### src/rtl/mix_unit_arbiter.sv
// Two-requester round-robin arbiter in front of a shared add-and-XOR mixer.
// Each grant runs IDLE -> ADD -> MIX; the mixing key is the previous operand.
module mix_unit_arbiter #(
    parameter int unsigned       WIDTH     = 8,
    parameter int unsigned       ADD_CONST = 17,
    parameter logic [WIDTH-1:0]  CLEAR_KEY = 8'h03
) (
    input  logic             clk,
    input  logic             clear_n,
    input  logic             a_req,
    input  logic [WIDTH-1:0] a_data,
    output logic             a_ack,
    input  logic             b_req,
    input  logic [WIDTH-1:0] b_data,
    output logic             b_ack,
    output logic [WIDTH-1:0] result,
    output logic             result_valid,
    output logic             result_id,
    output logic             busy
);

    localparam logic [WIDTH-1:0] ADD_K = WIDTH'(ADD_CONST);

    typedef enum logic [1:0] {
        IDLE = 2'd0,
        ADD  = 2'd1,
        MIX  = 2'd2
    } state_t;

    state_t           state_q;
    logic [WIDTH-1:0] operand_q;
    logic [WIDTH-1:0] sum_q;
    logic [WIDTH-1:0] key_q;
    logic [WIDTH-1:0] result_q;
    logic             result_valid_q;
    logic             result_id_q;
    logic             grant_id_q;
    logic             last_grant_q;
    logic             a_ack_q;
    logic             b_ack_q;

    logic             any_req_d;
    logic             grant_b_d;
    logic [WIDTH-1:0] win_data_d;

    // On a tie, B wins only if A was granted last (last_grant: 0 = A, 1 = B).
    always_comb begin
        any_req_d  = a_req | b_req;
        grant_b_d  = b_req & (~a_req | ~last_grant_q);
        win_data_d = grant_b_d ? b_data : a_data;
    end

    always_ff @(posedge clk or negedge clear_n) begin
        if (!clear_n) begin
            state_q        <= IDLE;
            operand_q      <= '0;
            sum_q          <= '0;
            key_q          <= CLEAR_KEY;
            result_q       <= '0;
            result_valid_q <= 1'b0;
            result_id_q    <= 1'b0;
            grant_id_q     <= 1'b0;
            last_grant_q   <= 1'b1;
            a_ack_q        <= 1'b0;
            b_ack_q        <= 1'b0;
        end else begin
            a_ack_q        <= 1'b0;
            b_ack_q        <= 1'b0;
            result_valid_q <= 1'b0;
            case (state_q)
                IDLE: begin
                    if (any_req_d) begin
                        operand_q    <= win_data_d;
                        grant_id_q   <= grant_b_d;
                        last_grant_q <= grant_b_d;
                        a_ack_q      <= ~grant_b_d;
                        b_ack_q      <= grant_b_d;
                        state_q      <= ADD;
                    end
                end
                ADD: begin
                    sum_q   <= operand_q + ADD_K;
                    state_q <= MIX;
                end
                MIX: begin
                    result_q       <= sum_q ^ operand_q ^ key_q;
                    result_id_q    <= grant_id_q;
                    result_valid_q <= 1'b1;
                    key_q          <= operand_q;
                    state_q        <= IDLE;
                end
                default: begin
                    state_q <= IDLE;
                end
            endcase
        end
    end

    assign a_ack        = a_ack_q;
    assign b_ack        = b_ack_q;
    assign result       = result_q;
    assign result_valid = result_valid_q;
    assign result_id    = result_id_q;
    assign busy         = (state_q != IDLE);

endmodule

### config.mk
export PLATFORM = sky130hd
export DESIGN_NAME = mix_unit_arbiter
export DESIGN_NICKNAME = d
export VERILOG_FILES = /design/src/rtl/mix_unit_arbiter.sv
export SDC_FILE = /design/constraint.sdc
export NUM_CORES = 1
export LEC_CHECK = 0
export ABC_AREA = 1
export CELL_PAD_IN_SITES_DETAIL_PLACEMENT = 1
export CELL_PAD_IN_SITES_GLOBAL_PLACEMENT = 2
export CORE_MARGIN = 2
export CORE_UTILIZATION = 28
export CTS_CLUSTER_DIAMETER = 100
export DETAILED_ROUTE_END_ITERATION = 7
export PLACE_DENSITY_LB_ADDON = 0.1
export SYNTH_ARGS = -nofsm -noshare
export SYNTH_HDL_FRONTEND = slang
export SYNTH_SLANG_ARGS = --single-unit
### constraint.sdc
create_clock -name clk -period 1.1 [get_ports clk]
set_input_delay 0.165 -clock clk [delete_from_list [all_inputs] [get_ports clk]]
set_output_delay 0.165 -clock clk [all_outputs]
set_load 0.05 [all_outputs]
# ---- Word-level counts from Yosys, hierarchy flattened
# Cells that the tools add are included.
dict set report totals {
  in_bits 20
  out_inout_bits 13
  register_bits 40
  elab_cells 34
}
dict set report op_classes {
  n_mux 8
  bitwise_logic 8
  n_addsub 1
  reduce_logical 3
  eq_ne 3
}
# operator n
set op_table {}
lappend op_table {{$xor 8x8->8} 2}
lappend op_table {{$add 8x5->8 const B} 1}
lappend op_table {{$mux 8} 1}
lappend op_table {{$mux 1} 5}
lappend op_table {{$pmux 2 s2} 1}
lappend op_table {{$not 1->1} 3}
lappend op_table {{$eq 2x1->1 const B} 1}
lappend op_table {{$eq 2x2->1 const B} 1}
lappend op_table {{$logic_not 2->1} 1}
lappend op_table {{$mux 2} 1}
lappend op_table {{$ne 2x2->1 const B} 1}
lappend op_table {{$or 1x1->1} 2}
lappend op_table {{$reduce_and 2->1} 1}
lappend op_table {{$reduce_bool 2->1} 1}
lappend op_table {{$and 1x1->1} 1}

# ---- Longest topological paths before layout
dict set report logic_depth {
  word_depth 6
  depth_mapped 7
  depth_no_buf 7
}

# ---- Least setup slack after synthesis
# No wires, ideal clock.
dict set report synth_timing {
  path_kind {register to register}
  start {reg state_q[1]}
  end {reg operand_q[1]}
  required_ps 976
  slack_ps -387
  path_buffers 1
  t_arrival_ps 1363
  setup_ps 124
  synth_period_minus_slack_ps 1487
  stages_incl_launch_ff 8
  path_cell_list {dfrtp_1 inv_1 nand2_1 nor2_1 buf_4 inv_1 nand2_1 nand3_1}
}
dict set report synth_between {
  elab_chain_cells 2
}
# element line
set synth_lines {}
lappend synth_lines {{start, declared} 30} ;# state_t state_q;
lappend synth_lines {{start signal, assigned} 55} ;# state_q <= IDLE;
lappend synth_lines {{start signal, assigned} 78} ;# state_q <= ADD;
lappend synth_lines {{start signal, assigned} 83} ;# state_q <= MIX;
lappend synth_lines {{$logic_not 2->1} 70} ;# case (state_q)
lappend synth_lines {{$reduce_and 2->1 (no source line)} -}
lappend synth_lines {{end signal, assigned} 73} ;# operand_q <= win_data_d;
lappend synth_lines {{end, declared} 31} ;# logic [WIDTH-1:0] operand_q;
# No other way between the ends.
# A chain may end at the register's enable or synchronous reset.

# ---- Final worst setup path
dict set report layout_timing {
  start {reg state_q[0]}
  end {reg operand_q[3]}
}
# The elaborated chain is that of the path after synthesis.

==> flow_metrics.tcl <==
set metrics [dict create \
    fin_ws_ps -182.4 \
    utilization_pct 48.46 \
    critPathMaxStageDelay_ps 390 \
    crit_chain "inv_2 > nand2_8 > buf_6 > nor2_4 > nand2_4 > clkinvlp_4 > nand2_1 > o211ai_1" \
    path_clk_slew_ps 80 \
    clock_sinks 40 \
    antenna_found_initial 0 \
    multi_input_area_um2 857.1 \
    num-nets-final 290 \
    synth_area_leaders "dfrtp_1 (52%), nand2_1 (17%), o211ai_1 (6.4%), nand3_1 (4.8%), dfstp_2 (4.5%)" \
    synth_seq_cells 40 \
    critical_path_required_ps 1310 \
    final.period_utilization_pct 116.6 \
    hpwl_mm 3.859 \
    portBuffers 32 \
    reg2reg_to "operand_q[3]" \
    place.gp.congestion 0.7979 \
    hold_violations 0 \
    timing.rr.start "state_q[0]" \
    outcome "complete, but fails checks" \
    powerDensity_mw_per_mm2 3326 \
    fmax_mhz 779.8 \
    seq_area_frac_synth_pct 56.83 \
    num_antenna_cells 0 \
    peakVddDrop_uv 1457 \
    crit_end "operand_q[3]" \
    synthMostInstantiatedCell "nand2_1" \
    syn_nets 217 \
    start_util_pct 29.34 \
    worstSetupEndpointType "register" \
    area_growth_pct 65.18 \
    register_area_mm2 0.001006 \
    tightest_slew_ps 343.1 \
    grt_max_degree 19 \
    slew_viol_final 0 \
    avgSynthCellArea_um2 9.020 \
    grt_pass1_wl_mm 8.804 \
    synth_cell_type_count 19 \
    synth-edff-count 0 \
    syn_inst 196 \
    hold_ws_ps 294.3 \
    htree_num_levels 2 \
    min_period_ps 1282 \
    r2r.worst_path.cells 8 \
    synthFlopType "dfrtp_1" \
    dr.pass1.iters 4 \
    netlist_area_mm2 0.001768 \
    synth_area_leader_cell "dfrtp_1" \
    cts-root-buf "clkbuf_8" \
    leakage_uw 0.001353 \
    grtUsageTotal_pct 15.92 \
    ys.warnings.count 0 \
    slew_headroom_pct 77.12 \
    hold_class "in -> async" \
    skew_ps 10.20 \
    clk_path_buf_depth 2 \
    synth_top_area_share_pct 52.37 \
    drc 0 \
    r2r_setup_slack_ps -180 \
    async_reset_ff_share_pct 100.0 \
    nFillCells 687 \
    die_h_um 83.46 \
    num_vias 1629 \
    grt-ovfl-total 0 \
    rsz0062_at_grt "true" \
    clk_latency_ps 300 \
    power_uw 9713 \
    die_w_um 83.46 \
    totalWireLength_mm 5.311 \
    cts-buffers-inserted 5 \
    core_area_mm2 0.006026 \
    setup_viol 31 \
    first_global_vias 1826 \
    rows 28 \
    cp_max_fo 5 \
    drtIter0Drc 38 \
    path_class "reg -> reg" \
    cts_tree "done" \
    maxCapViolCount 0 \
    post_drt_wl_per_cell_um 15.39 \
    drive_gt1_share_pct 39.63 \
    ant_nets 0 \
    floorplan.io_pins 33 \
    synth_commonest_cells "nand2_1 (79), dfrtp_1 (37), nand3_1 (17)" \
    crit_arrival_ps 1490 \
    critPathLaunchType "register" \
    die-area_mm2 0.006966 \
    cp_slowest_cell "dfrtp_1" \
    drt-vias-per-instance 4.722 \
    setup.worst_path.start "state_q[0]" \
    failed_checks "setup timing" \
]
-- per-layer routing --
layer / GRT usage (%) / vias to the layer above / share of wire (%)
li1: - / 784 / -
met1: 19.99 / 807 / 44
met2: 27.20 / 30 / 51
met3: 3.165 / 8 / 3.3
met4: 5.865 / 0 / 1.6
met5: 0 / - / 0
-- per-stage QoR --
stage / setup TNS, ps / std cells / cell area [um2] / setup slack, ps
after floorplan: -28.98 / 196 / 1800 / -26.61
after global placement: -1808 / 324 / 2511 / -173.3
after detailed placement: -2640 / 324 / 2511 / -239.4
after CTS: -2836 / 345 / 2809 / -180.1
after global routing: -5851 / 345 / 2920 / -272.0
final: -3100 / 345 / 2920 / -182.4
-- placed cells by master, fill, tap and decap left out, types with 3 or more instances in the layout --
| cell type | synthesis | routed |
|---|---|---|
| buf_6 | 2 | 11 |
| xor2_1 | 7 | 7 |
| clkbuf_8 | 0 | 5 |
| nand2_1 | 79 | 51 |
| clkdlybuf4s50_1 | 0 | 18 |
| nor2_1 | 6 | 3 |
| o211ai_1 | 15 | 15 |
| dfstp_2 | 3 | 3 |
| inv_4 | 0 | 3 |
| buf_4 | 1 | 20 |
| dfrtp_1 | 37 | 36 |
| nor2_4 | 1 | 6 |
| inv_1 | 12 | 8 |
| o21ai_1 | 0 | 3 |
| buf_12 | 0 | 15 |
| nand3_2 | 0 | 4 |
| nand2_4 | 0 | 5 |
| nand3_1 | 17 | 13 |
| nand2_2 | 0 | 22 |
| inv_2 | 3 | 4 |
-- cell type report --
cell class / instances / share of cell area (%)
inverter: 15 / 2.185
clock buffer: 6 / 2.485
tap: 75 / 3.213
timing repair buffer: 67 / 26.86
sequential: 40 / 34.45
multi-input combinational: 139 / 29.35
timing repair inverter: 1 / 0.2571
clock inverter: 2 / 1.200
-- power by group --
group	leakage, uW	switching [uW]	internal, uW
logic	0.000808	2950	2670
registers	0.000490	673	2220
clock network	0.0000552	523	674
total	0.00135	4150	5560
-- logic make-up after synthesis --
group | Yosys count | synth area share [%]
compound gates | 22 | 8.564
xor+xnor | 9 | 4.459
fa+ha+maj | 1 | 0.7076
buf+inv | 18 | 4.883
flops | 40 | 56.83
simple gates | 106 | 24.56
-- worst max-delay path, delay by kind of cell (launching register included) --
family	cells	cell delay, ps
AO/OA/AOI/OAI	1	80
flip-flops	1	390
buffers and inverters	3	350
AND/OR/NAND/NOR	4	390
-- what timing repair did --
item | in CTS | in global routing
buffers inserted | 10 | 0
pin swaps | 8 | 17
setup endpoints to repair | 21 | 40
gates cloned | 3 | 0
hold buffers | 1 | 0
endpoints found under the hold margin | 10 | 0
resized for setup | 29 | 39
-- flip-flops by register name, indices dropped and copies added, names as in the netlist --
name and cells:
last_grant_q 1, a_ack 1, key_q 8, b_ack 1, result_id 1, sum_q 8
grant_id_q 1, result 8, result_valid 1, operand_q 8, state_q 2
-- worst min-delay path by stage --
stage                     end  slack (ps)  cells past startpoint    start
CTS                 result[1]         290                      2  clear_n
global route        result[1]         320                      2  clear_n
floorplan               a_ack        -130                      0  clear_n
finish              result[1]         290                      2  clear_n
global placement    result[1]          80                      1  clear_n
detailed placement  result[1]          90                      1  clear_n
(Power assumes the default switching activity.)
